==> config.mk <==
export PLATFORM = sky130hd
export DESIGN_NAME = gerenciador_de_ataque_n
export DESIGN_NICKNAME = d
export VERILOG_FILES = /design/src/rtl/batalha_naval_pkg.sv /design/src/rtl/contador_vida_n.sv /design/src/rtl/gerenciador_de_ataque_n.sv
export SDC_FILE = /design/constraint.sdc
export NUM_CORES = 1
export LEC_CHECK = 0
export ABC_AREA = 1
export BUFFER_PORTS_ARGS = -buffer_cell sky130_fd_sc_hd__buf_2
export CAP_MARGIN = 20
export CORE_MARGIN = 1.5
export CORE_UTILIZATION = 57
export CTS_BUF_LIST = sky130_fd_sc_hd__clkbuf_8
export DETAILED_ROUTE_END_ITERATION = 10
export GPL_ROUTABILITY_DRIVEN = 0
export HOLD_SLACK_MARGIN = 0.05
export PLACE_DENSITY_LB_ADDON = 0.1
export SLEW_MARGIN = 20
export SYNTH_ARGS = -nofsm -noshare
export SYNTH_HDL_FRONTEND = slang
export SYNTH_SLANG_ARGS = --single-unit
==> constraint.sdc <==
create_clock -name clock -period 11.2 [get_ports clock]
set_input_delay 2.24 -clock clock [delete_from_list [all_inputs] [get_ports clock]]
set_output_delay 2.24 -clock clock [all_outputs]
set_load 0.01 [all_outputs]
==> src/rtl/batalha_naval_pkg.sv <==
// Shared definitions for the battleship attack manager.
//   estado_t : game FSM states
//   led_t    : status LED word, packed as {R, G, B}
//   idx()    : flat bit position of grid cell (c, r) in mapa/matriz
package batalha_naval_pkg;

    typedef enum logic [2:0] {
        OCIOSO,
        AGUARDA,
        AVALIA,
        VITORIA,
        DERROTA
    } estado_t;

    typedef logic [2:0] led_t;

    localparam led_t LED_APAGADO = 3'b000;  // all off
    localparam led_t LED_ERRO    = 3'b100;  // red: miss
    localparam led_t LED_ACERTO  = 3'b010;  // green: hit
    localparam led_t LED_AVISO   = 3'b001;  // blue: invalid or repeated shot

    // Column-major cell numbering: a column occupies num_rows consecutive bits.
    function automatic int unsigned idx(input int unsigned c, input int unsigned r,
                                        input int unsigned num_rows);
        return c * num_rows + r;
    endfunction

endpackage

==> src/rtl/contador_vida_n.sv <==
// Lives counter for the attack manager.
//   clock       : rising-edge clock
//   reset       : synchronous, active-high; loads VIDAS
//   carregar    : synchronous load of VIDAS (new game / game cleared)
//   decrementar : take one life; saturates at zero, never wraps
//   vida        : remaining lives
module contador_vida_n #(
    parameter int VIDAS  = 3,
    parameter int VIDA_W = 3
) (
    input  logic              clock,
    input  logic              reset,
    input  logic              carregar,
    input  logic              decrementar,
    output logic [VIDA_W-1:0] vida
);

    // NOTE: sequential state is written with non-blocking assignments only, so every
    // flop samples the pre-edge values and simulation matches the synthesized netlist.
    always_ff @(posedge clock) begin
        if (reset || carregar) begin
            vida <= VIDA_W'(VIDAS);
        end else if (decrementar && (vida != '0)) begin
            vida <= vida - 1'b1;
        end
    end

endmodule

==> src/rtl/gerenciador_de_ataque_n.sv <==
// Battleship attack manager. Latches the secret map when the game is enabled, takes one
// shot per rising edge of confirmar, reveals hits on matriz, drives the status LEDs,
// owns the lives counter and declares victory or defeat.
//
// Ports:
//   clock, reset        : single clock; synchronous active-high reset
//   enable              : game active; low clears the whole game on any edge
//   confirmar           : shot button (level); rising edge detected internally
//   coordColuna/Linha   : target cell
//   mapa                : ship map, bit c*NUM_ROWS+r = ship at (c, r)
//   matriz              : revealed hits, same indexing
//   LED_R/LED_G/LED_B   : miss / hit / invalid-or-repeat status, held until next shot
//   vida                : remaining lives
//   vitoria, derrota    : game won / lives exhausted
//
// Build option: define ATAQUE_REPETIDO_EN to keep a miss register (tiros_q) and flag shots
// on already-hit or already-missed cells with LED_B instead of charging a life.
module gerenciador_de_ataque_n
    import batalha_naval_pkg::*;
#(
    parameter int NUM_COLS = 5,
    parameter int NUM_ROWS = 7,
    parameter int COL_W    = 3,
    parameter int ROW_W    = 3,
    parameter int VIDAS    = 3,
    parameter int VIDA_W   = 3
) (
    input  logic                         clock,
    input  logic                         reset,
    input  logic                         enable,
    input  logic                         confirmar,
    input  logic [COL_W-1:0]             coordColuna,
    input  logic [ROW_W-1:0]             coordLinha,
    input  logic [NUM_COLS*NUM_ROWS-1:0] mapa,
    output logic [NUM_COLS*NUM_ROWS-1:0] matriz,
    output logic                         LED_R,
    output logic                         LED_G,
    output logic                         LED_B,
    output logic [VIDA_W-1:0]            vida,
    output logic                         vitoria,
    output logic                         derrota
);

    localparam int CELLS = NUM_COLS * NUM_ROWS;
    localparam int POS_W = (CELLS > 1) ? $clog2(CELLS) : 1;

    estado_t            estado_q, estado_d;
    logic [CELLS-1:0]   mapa_q;
    logic [CELLS-1:0]   matriz_q, matriz_d;
    led_t               leds_q, leds_d;
    logic [COL_W-1:0]   col_q;
    logic [ROW_W-1:0]   lin_q;
    // confirmar_s is an input stage; the edge is detected between it and confirmar_q,
    // which places the shot result two edges after confirmar is first sampled high.
    logic               confirmar_s, confirmar_q;
    logic               borda;
    logic               limpar;
    logic               valido;
    logic               acerto;
    logic               repetido;
    logic               decrementar;
    logic [POS_W-1:0]   pos;
    logic [VIDA_W-1:0]  vida_apos;
`ifdef ATAQUE_REPETIDO_EN
    logic [CELLS-1:0]   tiros_q, tiros_d;
`endif

    assign limpar = reset || !enable;
    assign borda  = confirmar_s && !confirmar_q;
    assign valido = (int'(col_q) < NUM_COLS) && (int'(lin_q) < NUM_ROWS);
    assign pos    = POS_W'(idx(int'(col_q), int'(lin_q), NUM_ROWS));
    // Classification terms are only meaningful when valido; out-of-range pos is never used.
    assign acerto = valido && mapa_q[pos] && !matriz_q[pos];
`ifdef ATAQUE_REPETIDO_EN
    assign repetido = valido && (matriz_q[pos] || tiros_q[pos]);
`else
    assign repetido = 1'b0;
`endif
    assign vida_apos = (vida == '0) ? '0 : vida - 1'b1;

    // NOTE: every signal driven here gets a default before the case statement, so no
    // path leaves it unassigned and no latch is inferred.
    always_comb begin
        estado_d    = estado_q;
        matriz_d    = matriz_q;
        leds_d      = leds_q;
        decrementar = 1'b0;
`ifdef ATAQUE_REPETIDO_EN
        tiros_d     = tiros_q;
`endif
        case (estado_q)
            OCIOSO: begin
                if (enable) begin
                    estado_d = AGUARDA;
                    leds_d   = LED_APAGADO;
                end
            end
            AGUARDA: begin
                if (borda) begin
                    estado_d = AVALIA;
                end
            end
            AVALIA: begin
                if (!valido) begin
                    leds_d   = LED_AVISO;
                    estado_d = AGUARDA;
                end else begin
                    if (acerto) begin
                        matriz_d[pos] = 1'b1;
                        leds_d        = LED_ACERTO;
                    end else if (repetido) begin
                        leds_d = LED_AVISO;
                    end else begin
                        leds_d      = LED_ERRO;
                        decrementar = 1'b1;
`ifdef ATAQUE_REPETIDO_EN
                        tiros_d[pos] = 1'b1;
`endif
                    end
                    // Victory is tested first; a hit never costs a life, so both cannot hold.
                    if ((matriz_d & mapa_q) == mapa_q) begin
                        estado_d = VITORIA;
                    end else if (decrementar && (vida_apos == '0)) begin
                        estado_d = DERROTA;
                    end else begin
                        estado_d = AGUARDA;
                    end
                end
            end
            default: begin
                // VITORIA / DERROTA hold until enable drops or reset.
                estado_d = estado_q;
            end
        endcase
    end

    always_ff @(posedge clock) begin
        if (limpar) begin
            estado_q    <= OCIOSO;
            mapa_q      <= '0;
            matriz_q    <= '0;
            leds_q      <= LED_APAGADO;
            col_q       <= '0;
            lin_q       <= '0;
            confirmar_s <= 1'b0;
            confirmar_q <= 1'b0;
`ifdef ATAQUE_REPETIDO_EN
            tiros_q     <= '0;
`endif
        end else begin
            estado_q    <= estado_d;
            matriz_q    <= matriz_d;
            leds_q      <= leds_d;
            confirmar_s <= confirmar;
            confirmar_q <= confirmar_s;
`ifdef ATAQUE_REPETIDO_EN
            tiros_q     <= tiros_d;
`endif
            // The map is captured once per game; later changes on mapa are ignored.
            if (estado_q == OCIOSO) begin
                mapa_q <= mapa;
            end
            if ((estado_q == AGUARDA) && borda) begin
                col_q <= coordColuna;
                lin_q <= coordLinha;
            end
        end
    end

    contador_vida_n #(
        .VIDAS  (VIDAS),
        .VIDA_W (VIDA_W)
    ) u_contador_vida (
        .clock       (clock),
        .reset       (reset),
        .carregar    (!enable || (estado_q == OCIOSO)),
        .decrementar (decrementar),
        .vida        (vida)
    );

    assign matriz  = matriz_q;
    assign LED_R   = leds_q[2];
    assign LED_G   = leds_q[1];
    assign LED_B   = leds_q[0];
    assign vitoria = (estado_q == VITORIA);
    assign derrota = (estado_q == DERROTA);

endmodule
==> impl_metrics.py, run 1 <==
metrics = {
    "outcome": {
        "outcome": "completed",
    },
    "worst_setup_path": {
        "worstPathArrival_ns": 5.85,
        "path_class": "flop to flop",
        "end_kind": "flop",
        "crit_top_cell": "nand2_1",
        "crit_fanout": 36,
        "slowest_delay_ns": 0.91,
        "crit_required_ns": 11.50,
        "slowest_stage": "fa_1",
        "ff2ff_setup_slack_ns": 5.65,
        "critPathLaunchType": "flop",
    },
    "pwr": {
        "p_int_uw": 448,
        "powerDensity_nw_per_um2": 112,
        "p_clk_share_pct": 37.4,
        "p_seq_share_pct": 52.1,
        "cellLeakagePower_uw": 0.00251,
        "combPwrFrac_pct": 10.5,
        "p_sw_uw": 167,
        "irDropWorstVdd_v": 0.0000610,
        "swShare_pct": 27.2,
    },
    "logic_synthesis": {
        "yosysTopAreaCell": "dfxtp_1",
        "postSynth.asyncResetShare_pct": 0,
        "ys_seq_elements": 87,
        "ys_seq_area_share_pct": 35.9,
        "synth_cell_types": 35,
        "synth.top_cell.area_share_pct": 35.9,
        "yosysMostFrequentCell": "nand2_1",
        "synth_nets": 800,
        "ys.warnings.count": 0,
        "synth_area_leaders": "dfxtp_1, nand2_1, nor2_1",
        "netlist_area_um2": 4850,
        "yosys_most_used_dff": "dfxtp_1",
        "avgSynthCellArea_um2": 6.59,
        "synth_commonest_cells": "nand2_1, nor2_1, dfxtp_1, nand3_1, inv_1",
        "synth-edff-count": 0,
        "netlist_instances": 736,
    },
    "detailed_routing": {
        "drt-initial-drc-count": 449,
        "viasPerCell": 5.65,
        "ant_nets": 0,
        "wl_um": 14000,
        "drc": 0,
        "vias": 5180,
        "detail_route.first_pass.iterations": 6,
        "wl_per_cell_um": 15.2,
    },
    "clock_tree": {
        "cts_tree": "done",
        "clkLatencyLatePin_ns": 0.37,
        "cts_root_buffer": "clkbuf_8",
        "cts_setup_buffers": 0,
        "clk_transition_reported_paths_ns": 0.09,
        "cts_buffers": 9,
        "cts_resized": 0,
        "cts_hold_buf": 0,
        "clock_sinks": 87,
        "clk_path_buf_depth": 2,
        "htreeDepth": 3,
    },
    "sta": {
        "setup_violations": 0,
        "worst-slew-pin-transition_ns": 1.06,
        "finalSetupTns_ns": 0,
        "rsz0062_at_grt": "false",
        "period_share_pct": 49.6,
        "finalHoldViolations": 0,
        "fmax_mhz": 180,
        "finalCriticalPeriod_ns": 5.55,
        "slew_viol_final": 0,
        "slew-limit-headroom_pct": 29.1,
        "finClkSkew_ns": 0.0123,
    },
    "floorplan": {
        "start_util_pct": 59.0,
        "die_h_um": 95.2,
        "die_area_um2": 9070,
        "die_x_um": 95.2,
        "rows": 33,
        "coreArea_um2": 8220,
        "io_pins": 88,
    },
    "grt": {
        "overflow": 0,
        "antenna_found_initial": 0,
        "grt_pass1_wl_um": 22400,
        "grt_max_degree": 43,
        "grt_usage_pct": 32.1,
        "grt_pass1_vias": 4744,
    },
    "layout": {
        "area_delta_synth_final_pct": 13.4,
        "antenna_cells": 0,
        "final_util_pct": 67.0,
        "num-nets-final": 871,
        "drive_above_1_share_pct": 15.5,
    },
    "min_path": {
        "hp-class": "flop to flop",
    },
    "run": {
        "drv_cap": 0,
    },
    "placement": {
        "hpwl_um": 9960,
        "io_buffers": 87,
    },
}
cells in the final DEF, fill, tap and decap left out, drive strengths merged:
cell type / Yosys / layout
fa: 4 / 4
nand4: 12 / 12
o21bai: 10 / 10
xor2: 1 / 1
nor2: 119 / 119
clkbuf: 18 / 10
nand2: 158 / 158
clkinv: 2 / 4
inv: 80 / 81
nand3: 79 / 79
a31oi: 5 / 5
bufinv: 0 / 1
dfxtp: 87 / 87
xnor2: 1 / 1
clkinvlp: 0 / 2
o211ai: 1 / 1
nor3: 11 / 11
ha: 15 / 15
nor4: 2 / 2
o22ai: 1 / 1
a21oi: 52 / 52
o221ai: 1 / 1
a21boi: 1 / 1
or2: 1 / 1
buf: 15 / 93
o21ai: 60 / 60
path summary, 6_finish.rpt:
check	startpoint	end	depth (start not counted)
min reg2reg	mapa_q[31]	mapa_q[31]	2
max	col_q[0]	estado_q[0]	25
min	mapa_q[31]	mapa_q[31]	2
max reg2reg	col_q[0]	estado_q[0]	25
kinds of logic after synthesis:
| family | synth area share (%) |
|---|---|
| simple gates | 33.8 |
| compound gates | 14.6 |
| buf+inv | 9.80 |
| flops | 35.9 |
| fa+ha+maj | 5.52 |
| xor+xnor | 0.361 |
critical path, delay by kind of cell, from the launching register on:
kind,cells,cell delay [ns]
simple gates,17,2.55
fa+ha+maj,3,1.87
flops,1,0.48
buf+inv,3,0.33
compound gates,2,0.25
stage by stage:
step	hold WS [ns]	std cells	worst slack, ns	total power [uW]	instance area (um2)
4_1_cts	0.462	917	5.76	616	5500
2_1_floorplan	0.430	736	7.25	371	4850
3_5_place_dp	0.448	901	5.85	390	5300
3_3_place_gp	0.441	901	5.97	389	5300
5_1_grt	0.488	917	5.29	638	5500
6_report	0.464	917	5.65	615	5500
registers in the layout (all words and copies together) (netlist names):
| name | cells |
|---|---|
| estado_q | 3 |
| leds_q | 3 |
| confirmar_q | 1 |
| u_contador_vida.vida | 3 |
| matriz | 35 |
| col_q | 3 |
| lin_q | 3 |
| confirmar_s | 1 |
| mapa_q | 35 |
power groups by stage:
stage                     Sequential [uW]  Clock (uW)  Combinational [uW]
after CTS                             320         232                63.2
after global routing                  321         245                71.7
after global placement                327           0                61.3
final                                 320         230                64.5
after detailed placement              328           0                62.7
after floorplan                       326           0                45.7
final cells by class:
| class | count | area (um2) |
|---|---|---|
| clock buffers | 10 | 138 |
| flip-flops and latches | 87 | 1740 |
| well taps | 105 | 131 |
| clock inverters | 6 | 67.6 |
| fillers | 779 | 2720 |
| inverters | 82 | 308 |
| repair buffers | 93 | 480 |
| multi-input cells | 534 | 2640 |
routing by layer:
metal | vias to the layer above | global-route usage [%] | routed length, um
met4 | 0 | 13.6 | 373
li1 | 2532 | - | -
met2 | 221 | 54.2 | 6660
met5 | - | 0 | 0
met3 | 38 | 3.91 | 1090
met1 | 2389 | 41.3 | 5860
No activity file was read; power rests on OpenSTA's default activity.
==> run 2, diff against run 1 <==
- CORE_UTILIZATION: 57 -> 52
- clock period: 11.2 -> 4.5 ns (I/O delays scaled with it)
==> run 2 against run 1 <==
  * Die area increased by 9.3%
  * Cell area grew 4.3%
  * Routed wire length up 5.6%
  * First-iteration DRC count fell by 0.89%
  * Clock skew decreased by 0.0028 ns
  * Critical path type unchanged
  * Largest power group unchanged
==> impl_metrics.py, run 2 (synthesis gave the netlist of run 1 again) <==
metrics = {
    "floorplan": {
        "die_area_um2": 9910,
        "io_pins": 88,
        "start_util_pct": 53.0,
        "die_x_um": 99.6,
        "coreArea_um2": 9150,
        "die_h_um": 99.6,
        "rows": 35,
    },
    "detailed_routing": {
        "wirelength_met1_um": 6240,
        "wl_per_cell_um": 15.6,
        "vias": 5344,
        "drt-initial-drc-count": 445,
        "top_layer_used": "met4",
        "wl_um": 14800,
        "route.met3.wl_um": 1140,
        "detail_route.first_pass.iterations": 5,
        "viasPerCell": 5.64,
        "dr_wl_met2_um": 6960,
        "drc": 0,
        "ant_nets": 0,
    },
    "worst_setup_path": {
        "crit_top_cell": "nand2_1",
        "worstPathArrival_ns": 4.63,
        "slowest_stage": "fa_2",
        "critPathLaunchType": "flop",
        "cp_num_buf_inv": 3,
        "cp_top_family": "simple AND/OR/NAND/NOR gates",
        "ff2ff_setup_slack_ns": 0.16,
        "end_kind": "flop",
        "crit_fanout": 8,
        "crit_required_ns": 4.78,
        "path_class": "flop to flop",
        "slowest_delay_ns": 0.67,
    },
    "outcome": {
        "outcome": "completed",
    },
    "layout": {
        "final_common_cell": "nand2_1",
        "drive_above_1_share_pct": 18.8,
        "final_cell_count_no_fill": 948,
        "antenna_cells": 0,
        "final_cell_mix": "nand2_1, nor2_1, buf_2, dfxtp_1, nand3_1",
        "num-nets-final": 896,
        "multi_input_area_um2": 2670,
        "area_delta_synth_final_pct": 18.3,
        "regArea_um2": 1740,
        "nFillCells": 850,
        "final_util_pct": 62.7,
    },
    "sta": {
        "period_share_pct": 96.6,
        "finalCriticalPeriod_ns": 4.34,
        "worst-slew-pin-transition_ns": 0.681,
        "finalHoldViolations": 0,
        "slew-limit-headroom_pct": 54.3,
        "fmax_mhz": 230,
        "setup_ws_ns": 0.155,
        "slew_viol_final": 0,
        "setup_violations": 0,
        "rsz0062_at_grt": "true",
        "finalSetupTns_ns": 0,
        "finClkSkew_ns": 0.00944,
    },
    "min_path": {
        "hp-class": "flop to flop",
    },
    "pwr": {
        "irDropWorstVdd_v": 0.000146,
        "p_int_uw": 1130,
        "p_sw_uw": 427,
        "p_clk_share_pct": 37.2,
        "swShare_pct": 27.5,
        "powerDensity_nw_per_um2": 271,
        "cellLeakagePower_uw": 0.00265,
        "p_seq_share_pct": 51.4,
        "combPwrFrac_pct": 11.4,
    },
    "placement": {
        "placedCellCount": 927,
        "place_ws_ns": -0.00274,
        "io_buffers": 87,
        "hpwl_um": 10700,
    },
    "clock_tree": {
        "cts_root_buffer": "clkbuf_8",
        "clk_path_buf_depth": 2,
        "cts_buffers": 9,
        "htreeDepth": 3,
        "clkLatencyLatePin_ns": 0.37,
        "clk_transition_reported_paths_ns": 0.09,
        "cts_tree": "done",
        "clock_sinks": 87,
    },
    "run": {
        "drv_cap": 0,
    },
    "grt": {
        "overflow": 0,
        "grt_max_degree": 43,
        "grt_pass1_vias": 4837,
        "grt_pass1_wl_um": 23400,
        "grt_usage_pct": 29.9,
        "antenna_found_initial": 0,
    },
}
run 2: cell types whose count changed in the layout (fill, tap and decap cells not counted), sizes merged:
cell      previous run  this run
buf                 93       117
clkinv               4         5
clkinvlp             2         0
inv                 81        82
nand2              158       159
run 2: layout make-up:
type	instances	share of cell area [%]
multi-input cells	535	46.5
inverters	82	5.36
repair buffers	117	11.8
well taps	111	2.42
flip-flops and latches	87	30.4
clock buffers	10	2.40
clock inverters	6	1.16
run 2: power groups by stage:
stage          Combinational (uW)  Clock, uW  Sequential, uW
2_1_floorplan                 114          0             811
3_3_place_gp                  163          0             815
3_5_place_dp                  166          0             815
4_1_cts                       167        582             797
5_1_grt                       196        615             799
6_report                      178        577             797
run 2: worst paths after layout:
path	from	cells after the start	end
min	mapa_q[31]	2	mapa_q[31]
min reg2reg	mapa_q[31]	2	mapa_q[31]
max reg2reg	col_q[0]	25	estado_q[0]
max	col_q[0]	25	estado_q[0]
run 2: timing repair:
| item | 4_1_cts | 5_1_grt |
|---|---|---|
| setup endpoints to repair | 1 | 17 |
| gates cloned | 0 | 1 |
| setup buffers | 0 | 4 |
| hold buffers | 0 | 0 |
| gates resized for setup | 1 | 12 |
| pin swaps | 1 | 4 |
run 2: per-layer routing:
layer | vias up | global-route usage, %
met5 | - | 0
met4 | 0 | 12.7
met3 | 48 | 4.57
met2 | 261 | 49.7
met1 | 2459 | 38.8
li1 | 2576 | -
run 2: per-stage QoR:
stage / instance area (um2) / hold slack, ns / power [uW]
final: 5740 / 0.462 / 1550
after CTS: 5660 / 0.465 / 1550
after detailed placement: 5450 / 0.452 / 981
after floorplan: 4850 / 0.430 / 925
after global placement: 5450 / 0.441 / 978
after global routing: 5740 / 0.495 / 1610
run 2: worst min-delay path: cells and delay by family, from the launching register on:
kind / cells / cell delay [ns]
compound gates: 1 / 0.06
buf+inv: 1 / 0.06
flops: 1 / 0.31
